==> config.mk <==
export PLATFORM = sky130hd
export DESIGN_NAME = time_set_ctrl
export DESIGN_NICKNAME = d
export VERILOG_FILES = /design/src/rtl/time_set_ctrl.sv
export SDC_FILE = /design/constraint.sdc
export NUM_CORES = 1
export LEC_CHECK = 0
export CAP_MARGIN = 25
export CORE_ASPECT_RATIO = 0.9
export CORE_MARGIN = 3
export CORE_UTILIZATION = 25
export DETAILED_ROUTE_END_ITERATION = 7
export PLACE_DENSITY_LB_ADDON = 0.12
export REMOVE_ABC_BUFFERS = 1
export SETUP_SLACK_MARGIN = 0.02
export SLEW_MARGIN = 15
export SYNTH_ARGS = -nofsm -noshare
export SYNTH_HDL_FRONTEND = slang
export SYNTH_SLANG_ARGS = --single-unit
==> constraint.sdc <==
create_clock -name clk -period 2.7 [get_ports clk]
set_clock_uncertainty 0.05 [all_clocks]
set_input_delay 0.675 -clock clk [delete_from_list [all_inputs] [get_ports clk]]
set_output_delay 0.675 -clock clk [all_outputs]
set_load 0.1 [all_outputs]
==> src/rtl/time_set_ctrl.sv <==
// -----------------------------------------------------------------------------
// time_set_ctrl
//
// Purpose:
//   Sequencer for the "set the time" interaction of a watch. A long press of
//   key 2 while in watch mode opens a setting session. Key 1 walks the
//   selected digit 0..3 and commits after the last digit. Key 2 requests an
//   increment of the selected digit. The selected digit blinks while nobody
//   touches the keys. An idle session commits on its own after a timeout.
//   Leaving watch mode abandons the session without committing.
//
// Optional feature (compile-time macro TIME_SET_AUTO_REPEAT_EN):
//   When defined, a long press of key 2 inside a session issues an increment
//   and then keeps issuing one every REPEAT_DIV cycles while key 2 stays held.
//   When undefined, a long press inside a session is ignored and no repeat
//   counter exists.
//
// Parameters:
//   BLINK_DIV   clk cycles per blink half-period
//   REPEAT_DIV  clk cycles between auto-repeat increments
//   TIMEOUT_CYC idle clk cycles in a session before auto-commit
//
// Ports:
//   clk          sole clock, rising edge
//   rst          synchronous active-high reset
//   mode_watch   high while the top level is in watch mode
//   key_first_1  one-cycle short-press pulse, key 1
//   key_first_2  one-cycle short-press pulse, key 2
//   key_long_2   one-cycle long-press pulse, key 2
//   key_held_2   level, key 2 currently pressed
//   setting      high while a setting session is live
//   digit_sel    selected digit 0..3
//   inc_pulse    one-cycle increment strobe
//   inc_digit    digit targeted by the most recent increment strobe
//   blink_off    high when the selected digit is blanked
//   commit       one-cycle pulse when the new time is committed
// -----------------------------------------------------------------------------
module time_set_ctrl #(
    parameter int unsigned BLINK_DIV   = 32'd25_000_000,
    parameter int unsigned REPEAT_DIV  = 32'd10_000_000,
    parameter int unsigned TIMEOUT_CYC = 32'd500_000_000
) (
    input  logic       clk,
    input  logic       rst,
    input  logic       mode_watch,
    input  logic       key_first_1,
    input  logic       key_first_2,
    input  logic       key_long_2,
    input  logic       key_held_2,
    output logic       setting,
    output logic [1:0] digit_sel,
    output logic       inc_pulse,
    output logic [1:0] inc_digit,
    output logic       blink_off,
    output logic       commit
);

    typedef enum logic [1:0] {
        ST_IDLE   = 2'd0,
        ST_SET    = 2'd1,
        ST_COMMIT = 2'd2
    } state_e;

    localparam logic [31:0] BLINK_LAST = BLINK_DIV - 32'd1;
    localparam logic [31:0] REP_LAST   = REPEAT_DIV - 32'd1;
    localparam logic [31:0] TMO_LAST   = TIMEOUT_CYC - 32'd1;

    state_e      state_q, state_d;
    logic [1:0]  digit_q, digit_d;
    logic        inc_pulse_q, inc_pulse_d;
    logic [1:0]  inc_digit_q, inc_digit_d;
    logic        blink_off_q, blink_off_d;
    logic [31:0] blink_cnt_q, blink_cnt_d;
    logic [31:0] tmo_cnt_q, tmo_cnt_d;
    logic        setting_q, setting_d;
    logic        commit_q, commit_d;

    logic        key_evt_s;
    logic        inc_req_s;
    logic        rep_fire_s;
    logic        tmo_expire_s;
    logic        session_live_s;

`ifdef TIME_SET_AUTO_REPEAT_EN
    logic        rep_on_q, rep_on_d;
    logic [31:0] rep_cnt_q, rep_cnt_d;
`else
    // Without auto-repeat the held level and repeat period have no consumer.
    logic [32:0] unused_s;
    assign unused_s = {key_held_2, REP_LAST};
`endif

    // Next-state, counter and output decisions for the setting session
    always_comb begin
        state_d      = state_q;
        digit_d      = digit_q;
        inc_pulse_d  = 1'b0;
        inc_digit_d  = inc_digit_q;
        blink_off_d  = blink_off_q;
        blink_cnt_d  = blink_cnt_q;
        tmo_cnt_d    = tmo_cnt_q;
        key_evt_s    = 1'b0;
        inc_req_s    = 1'b0;
        rep_fire_s   = 1'b0;
        tmo_expire_s = 1'b0;
`ifdef TIME_SET_AUTO_REPEAT_EN
        rep_on_d     = rep_on_q;
        rep_cnt_d    = rep_cnt_q;
`endif

        case (state_q)
            ST_IDLE: begin
                digit_d = 2'd0;
                if (key_long_2 && mode_watch) begin
                    state_d = ST_SET;
                end else begin
                    state_d = ST_IDLE;
                end
            end

            ST_SET: begin
                if (!mode_watch) begin
                    // Abort wins over every key seen in the same cycle.
                    state_d = ST_IDLE;
                    digit_d = 2'd0;
                end else begin
`ifdef TIME_SET_AUTO_REPEAT_EN
                    key_evt_s = key_first_1 | key_first_2 | key_long_2;
                    if (key_long_2) begin
                        rep_on_d  = 1'b1;
                        rep_cnt_d = 32'd0;
                        inc_req_s = 1'b1;
                    end else if (rep_on_q && key_held_2) begin
                        if (rep_cnt_q == REP_LAST) begin
                            rep_cnt_d  = 32'd0;
                            rep_fire_s = 1'b1;
                            inc_req_s  = 1'b1;
                        end else begin
                            rep_cnt_d = rep_cnt_q + 32'd1;
                        end
                    end else begin
                        // Releasing key 2 stops repeating in that very cycle.
                        rep_on_d  = 1'b0;
                        rep_cnt_d = 32'd0;
                    end
`else
                    key_evt_s = key_first_1 | key_first_2;
`endif
                    inc_req_s = inc_req_s | key_first_2;

                    // Increment targets the selection before any key 1 advance.
                    if (inc_req_s) begin
                        inc_pulse_d = 1'b1;
                        inc_digit_d = digit_q;
                    end else begin
                        inc_pulse_d = 1'b0;
                    end

                    if (key_evt_s || rep_fire_s) begin
                        tmo_cnt_d = 32'd0;
                    end else if (tmo_cnt_q == TMO_LAST) begin
                        tmo_cnt_d    = 32'd0;
                        tmo_expire_s = 1'b1;
                    end else begin
                        tmo_cnt_d = tmo_cnt_q + 32'd1;
                    end

                    // Key activity keeps the digit visible and restarts the phase.
                    if (key_evt_s) begin
                        blink_cnt_d = 32'd0;
                        blink_off_d = 1'b0;
                    end else if (blink_cnt_q == BLINK_LAST) begin
                        blink_cnt_d = 32'd0;
                        blink_off_d = ~blink_off_q;
                    end else begin
                        blink_cnt_d = blink_cnt_q + 32'd1;
                    end

                    if (key_first_1) begin
                        if (digit_q == 2'd3) begin
                            state_d = ST_COMMIT;
                        end else begin
                            digit_d = digit_q + 2'd1;
                        end
                    end else if (tmo_expire_s) begin
                        state_d = ST_COMMIT;
                    end else begin
                        state_d = ST_SET;
                    end
                end
            end

            ST_COMMIT: begin
                state_d = ST_IDLE;
                digit_d = 2'd0;
            end

            default: begin
                state_d = ST_IDLE;
                digit_d = 2'd0;
            end
        endcase

        // Blink, timeout and repeat state only survive while the session stays live.
        session_live_s = (state_d == ST_SET);
        blink_off_d    = blink_off_d & session_live_s;
        blink_cnt_d    = session_live_s ? blink_cnt_d : 32'd0;
        tmo_cnt_d      = session_live_s ? tmo_cnt_d : 32'd0;
`ifdef TIME_SET_AUTO_REPEAT_EN
        rep_on_d       = rep_on_d & session_live_s;
        rep_cnt_d      = session_live_s ? rep_cnt_d : 32'd0;
`endif

        setting_d = session_live_s;
        commit_d  = (state_d == ST_COMMIT);
    end

    // State, counter and output registers with synchronous reset
    always_ff @(posedge clk) begin
        if (rst) begin
            state_q     <= ST_IDLE;
            digit_q     <= 2'd0;
            inc_pulse_q <= 1'b0;
            inc_digit_q <= 2'd0;
            blink_off_q <= 1'b0;
            blink_cnt_q <= 32'd0;
            tmo_cnt_q   <= 32'd0;
            setting_q   <= 1'b0;
            commit_q    <= 1'b0;
        end else begin
            state_q     <= state_d;
            digit_q     <= digit_d;
            inc_pulse_q <= inc_pulse_d;
            inc_digit_q <= inc_digit_d;
            blink_off_q <= blink_off_d;
            blink_cnt_q <= blink_cnt_d;
            tmo_cnt_q   <= tmo_cnt_d;
            setting_q   <= setting_d;
            commit_q    <= commit_d;
        end
    end

`ifdef TIME_SET_AUTO_REPEAT_EN
    // Auto-repeat registers with synchronous reset
    always_ff @(posedge clk) begin
        if (rst) begin
            rep_on_q  <= 1'b0;
            rep_cnt_q <= 32'd0;
        end else begin
            rep_on_q  <= rep_on_d;
            rep_cnt_q <= rep_cnt_d;
        end
    end
`endif

    assign setting   = setting_q;
    assign digit_sel = digit_q;
    assign inc_pulse = inc_pulse_q;
    assign inc_digit = inc_digit_q;
    assign blink_off = blink_off_q;
    assign commit    = commit_q;

endmodule

Yosys cells after proc, flatten, opt, wreduce, memory -nomap -nowiden
Index checks and enable logic that the tools add are counted.
{ "op_classes": {"n_addsub": 3, "eq_ne": 6, "mux": 19, "bitwise": 7, "reduce_logical": 7} }
{ "op_table": {"columns": ["cell", "count"], "rows": [
  ["$mux 32", 4],
  ["$add 32x1->32 const B", 2],
  ["$eq 32x25->1 const B", 1],
  ["$eq 32x29->1 const B", 1],
  ["$mux 1", 10],
  ["$mux 2", 4],
  ["$not 1->1", 5],
  ["$eq 2x1->1 const B", 2],
  ["$eq 2x2->1 const B", 2],
  ["$pmux 2 s2", 1],
  ["$reduce_and 2->1", 2],
  ["$reduce_and 3->1", 1],
  ["$reduce_or 3->1", 1],
  ["$add 2x1->2 const B", 1],
  ["$logic_not 2->1", 1],
  ["$reduce_or 2->1", 1],
  ["$and 1x1->1", 1],
  ["$logic_and 1x1->1", 1],
  ["$or 1x1->1", 1]
]} }
{ "word_totals": {"register_bits": 74, "input_bits": 7} }

Longest topological paths before layout
{ "logic_depth": {"ltp_word": 12, "depth_mapped": 8} }

Worst setup path before layout
OpenSTA, ideal clock, no wires.
{ "synth_timing": {"path_type": "register to register", "start": "register digit_q[0] (netlist: digit_sel[0])", "end": "register blink_cnt_q[25]", "setup_time_ns": 0.065, "arrival_time_ns": 2.254, "setup_slack_ns": 0.332, "path_stages_with_launch": 9, "synth_period_minus_slack_ns": 2.368, "cell_sequence": "dfxtp_1 > ha_1 > nand3_1 > o21ai_0 > nor4b_1 > o211ai_1 > buf_2 > buf_2 > nor2_1"} }
{ "synth_via": {"elab_chain_len": 8} }
{ "synth_rtl": {"columns": ["element", "line", "text"], "rows": [
  ["start: declaration", "69", "logic [1:0] digit_q, digit_d;"],
  ["start signal: assignment", "232", "digit_q <= digit_d;"],
  ["$eq 2x2->1", "180", "if (digit_q == 2'd3) begin"],
  ["$mux 2", "180", null],
  ["$mux 2", "179", "if (key_first_1) begin"],
  ["$mux 2", "122", "if (!mode_watch) begin"],
  ["$pmux 2 s2", "111", "case (state_q)"],
  ["$eq 2x1->1", "205", "session_live_s = (state_d == ST_SET);"],
  ["$not 1->1 (no source line)", null, null],
  ["$reduce_or 2->1 (no source line)", null, null],
  ["end signal: assignment", "236", "blink_cnt_q <= blink_cnt_d;"],
  ["end: declaration", "73", "logic [31:0] blink_cnt_q, blink_cnt_d;"]
]} }
Every way passes these cells.
A chain may end at the register's enable or synchronous reset.

Final worst setup path
{ "layout_timing": {"start": "input port mode_watch", "end": "register blink_cnt_q[14]"} }
{ "layout_via": {"elab_chain_len": 6} }
{ "layout_rtl": {"columns": ["element", "line", "text"], "rows": [
  ["start: declaration", "45", "input logic mode_watch,"],
  ["$logic_and 1x1->1", "114", "if (key_long_2 && mode_watch) begin"],
  ["$mux 1", "114", null],
  ["$pmux 2 s2", "111", null],
  ["$eq 2x1->1", "205", null],
  ["$not 1->1 (no source line)", null, null],
  ["$reduce_or 2->1 (no source line)", null, null]
]} }
Parallel ways exist; a longest one is shown, timed or not.

==> reports/results.txt <==
For the number of max-slew violations in the final report, the log shows 0. The count of nets left with antenna violations once routing finished came out at 0. The run gives 0 as the number of setup violations in the final report. Input and output buffers added on the ports amount to 13. The floorplan has 40 rows. The detailed router finished its first iteration with 115 violations.

By startpoint and endpoint, the worst setup path is classified as primary input to flop. TritonCTS built the clock tree. The required time of the critical path is 2880 ps.

The count of unique library cells instantiated by Yosys is 41, and the total of hold buffers inserted after clock tree synthesis is 0. The delay contributed by the slowest stage of the critical path was 520 ps. The core box area was 13710 µm².

By count the netlist is led by 74 x sky130_fd_sc_hd__dfxtp_1, 64 x sky130_fd_sc_hd__nor2_1, 39 x sky130_fd_sc_hd__xnor2_1. The number of hold violations in the final report is 0, and the register area share after synthesis is 0.4107. The measured slew at the worst slew-check pin is 651.3 ps.

After routing, the total negative slack on setup checks comes to 0 ps. Relative to the synthesized area, the layout overhead comes to 21.12%. The number of remaining DRC errors came out at 0. The tools report the capturing element type of the critical path as a flop. Averaged over all synthesized cells, the footprint is 8.180 µm².

Overall die area: 15910 µm². The run gives 0 as the count of synthesis-stage warnings from yosys. The number of nets in the final layout was 473. Cell type with the largest total area after synthesis: sky130_fd_sc_hd__dfxtp_1.

The wire length of the first global-routing pass is 14400 µm. After detailed routing, the average wire length per cell comes to 13.35 µm. The time the final worst path needs with I/O delays and setup is 2412 ps. The cell repeated most along the worst path was sky130_fd_sc_hd__buf_4.

The die is 120.0 µm tall. The tree is rooted in a sky130_fd_sc_hd__clkbuf_16. For this run, the top clock speed supported by timing is 414.5 MHz.

The overall via count from detail_route was 3030; the flip-flop and latch count after synthesis was 74. 15 I/O pins were placed. The tools report the number of iterations in the first detailed-routing pass as 4. The final layout contains routed wiring with a total length of 8770 µm. In the post-synthesis netlist, the cell with the most instances is sky130_fd_sc_hd__dfxtp_1.

TritonCTS created 9 clock buffers. Measured along the x axis, the die boundary spans 132.6 µm. The type of the worst min-delay path is flop to flop. Clock-pin slew was measured on the worst setup and hold paths at 60 ps. The logs give 0.2630 for the initial cell density of the core and 30 for the pin count of the biggest net entering global routing. The top cell type's share of synthesized area was 0.4107.

The headroom to the max-slew limit came out at 0.5618. The run finished with clean final reports. Counting every instance in the synthesized netlist gives 441. Among all flip-flop cells after synthesis, the most frequent one is sky130_fd_sc_hd__dfxtp_1. Across the VDD grid, the largest voltage drop is 0.2369 mV. By area the synthesized netlist is led by sky130_fd_sc_hd__dfxtp_1 41%, sky130_fd_sc_hd__xnor2_1 9.5%, sky130_fd_sc_hd__nor2_1 6.7%, sky130_fd_sc_hd__nand2_1 3.7%, sky130_fd_sc_hd__nor4_1 3.6%.

The tools report the cell area after technology mapping as 3607 µm². After clock tree synthesis, the setup repair step added 0 buffers. The H-tree was split into 3 levels. The half-perimeter wire length of the detailed placement result is 6187 µm, and the number of enable-type register cells in the synthesized netlist is 0. The critical path contains buffers and inverters numbering 3 combined.

STA classifies the critical path startpoint as a primary input. The number of global-route vias before repair was 2800; the leakage power was 1.306 nW. Summed over all layers, the global routing overflow is 0. The run gives 490 ps as the slack of the worst reg-to-reg path.

The family with the most delay on the worst path was buffers and inverters. After clock tree synthesis, the repair step resized 0 gates. Traced cell by cell, the critical path runs through clkdlybuf4s50_1 -> and3b_1 -> buf_4 -> nand4_1 -> buf_4 -> nor3_1 -> xnor2_1 -> nor2_1. Setup slack on the critical path of the routed design comes to 287.6 ps. Setup repair after global routing left no endpoint under its margin. At the worst endpoint, the arrival time is 2590 ps.

No sink is reached through more buffers than the 2 on the longest clock path. Among all stages on the critical path, the largest delay is contributed by sky130_fd_sc_hd__clkdlybuf4s50_1. After detailed routing, the number of vias per cell comes to 4.612. Clock tree synthesis found a total of 74 sinks.

The logs give 0.6991 for the last weighted congestion value of the routability-driven placer and 1459 for the number of inserted filler cells in the final layout. The clock network latency to the later pin of the worst-skew pair is 350 ps, and the largest fanout on the critical path is 6. The power density over cell area is 558.8 nW/µm². The tool flagged a number of max-cap violations equal to 0. The number of antenna diodes in the final layout is 0. The fraction of final layout cells with drive strength greater than 1 works out to 0.1154. Number of antenna violations at the first check in global routing: 0. Before CTS, the worst setup slack after placement is -126.3 ps. The run gives 0.1147 as the total global routing track utilization. The share of flip-flops with an asynchronous set or reset was 0; the final worst-path cycle share was 0.8935.
==> sequential cells by signal, summed over array words and instances, names as in the netlist <==
signal / cells
blink_off: 1
digit_sel: 2
inc_pulse: 1
blink_cnt_q: 32
inc_digit: 2
setting: 1
commit: 1
tmo_cnt_q: 32
state_q: 2
==> per-stage QoR <==
step | cell area (µm²) | std cells | power [mW] | util | hold WS [ps]
final | 4369 | 657 | 2.442 | 0.3186 | 404.3
after global routing | 4369 | 657 | 2.528 | 0.3186 | 441.2
after CTS | 4369 | 657 | 2.491 | 0.3186 | 408.3
after detailed placement | 4053 | 641 | 1.196 | 0.2955 | 400.0
after global placement | 4053 | 641 | 1.197 | 0.2955 | 398.3
after floorplan | 3501 | 415 | 1.152 | - | 394.4
==> per-layer routing <==
layer,routed length (µm),track usage,vias up
met4,128,0.03701,0
li1,-,-,1582
met3,383,0.04401,12
met2,3433,0.1591,44
met5,0,0,-
met1,4824,0.1620,1392
==> power breakdown <==
group	switching [mW]	internal [mW]
sequential	0.00136	1.09
clock	0.478	0.793
combinational	0.0464	0.0292
total	0.525	1.92
==> kinds of logic after synthesis <==
kind of cell    synth area share
simple gates              0.3538
xor+xnor                  0.1287
compound gates           0.05168
flops                     0.4107
mux                     0.002775
fa+ha+maj                0.01041
buf+inv                  0.04197
==> worst paths after layout <==
path / to / from / depth (start not counted)
worst max-delay path: blink_cnt_q[14] / mode_watch / 8
worst min-delay path: inc_digit[1] / inc_digit[1] / 2
worst min register to register: inc_digit[1] / inc_digit[1] / 2
worst max register to register: tmo_cnt_q[7] / tmo_cnt_q[25] / 6
==> worst reg2reg max path: stages (launching register included) <==
cell	delay, ps
sky130_fd_sc_hd__dfxtp_1	390
sky130_fd_sc_hd__nor4_1	620
sky130_fd_sc_hd__nor4b_2	410
sky130_fd_sc_hd__a21oi_1	160
sky130_fd_sc_hd__o21ai_2	200
sky130_fd_sc_hd__buf_12	200
sky130_fd_sc_hd__nor2_1	80
==> cell usage in the layout (no fill, tap or decap), types with 2 or more instances in the layout <==
| cell | instances |
|---|---|
| sky130_fd_sc_hd__nand2_1 | 36 |
| sky130_fd_sc_hd__clkbuf_16 | 9 |
| sky130_fd_sc_hd__nor3_1 | 18 |
| sky130_fd_sc_hd__and3_1 | 6 |
| sky130_fd_sc_hd__nand2b_1 | 2 |
| sky130_fd_sc_hd__nor4_1 | 21 |
| sky130_fd_sc_hd__nand4_1 | 20 |
| sky130_fd_sc_hd__buf_4 | 30 |
| sky130_fd_sc_hd__dfxtp_1 | 74 |
| sky130_fd_sc_hd__nand3_1 | 24 |
| sky130_fd_sc_hd__o21ai_0 | 8 |
| sky130_fd_sc_hd__nor2b_1 | 2 |
| sky130_fd_sc_hd__or3_1 | 10 |
| sky130_fd_sc_hd__or2_2 | 2 |
| sky130_fd_sc_hd__a31oi_1 | 4 |
| sky130_fd_sc_hd__inv_1 | 12 |
| sky130_fd_sc_hd__buf_12 | 2 |
| sky130_fd_sc_hd__nand3b_1 | 2 |
| sky130_fd_sc_hd__clkbuf_8 | 3 |
| sky130_fd_sc_hd__and4_1 | 11 |
| sky130_fd_sc_hd__nor4b_1 | 4 |
| sky130_fd_sc_hd__a21oi_1 | 13 |
| sky130_fd_sc_hd__or4_1 | 3 |
| sky130_fd_sc_hd__nor2_1 | 64 |
| sky130_fd_sc_hd__and2_1 | 6 |
| sky130_fd_sc_hd__xnor2_1 | 39 |
| sky130_fd_sc_hd__clkdlybuf4s50_1 | 5 |
| sky130_fd_sc_hd__a211oi_1 | 2 |
| sky130_fd_sc_hd__ha_1 | 3 |
| sky130_fd_sc_hd__xor2_1 | 14 |
| sky130_fd_sc_hd__and3b_1 | 2 |
==> cell type report <==
type                    instances  area (µm²)  share of cell area
flip-flops and latches         74        1481              0.3391
well taps                     189       236.5             0.05412
repair buffers                 37       315.3             0.07216
clock buffers                  13       270.3             0.06186
multi-input cells             329        1974              0.4519
clock inverters                 3       46.29             0.01060
inverters                      12       45.04             0.01031
No activity file was read; power rests on OpenSTA's default activity.
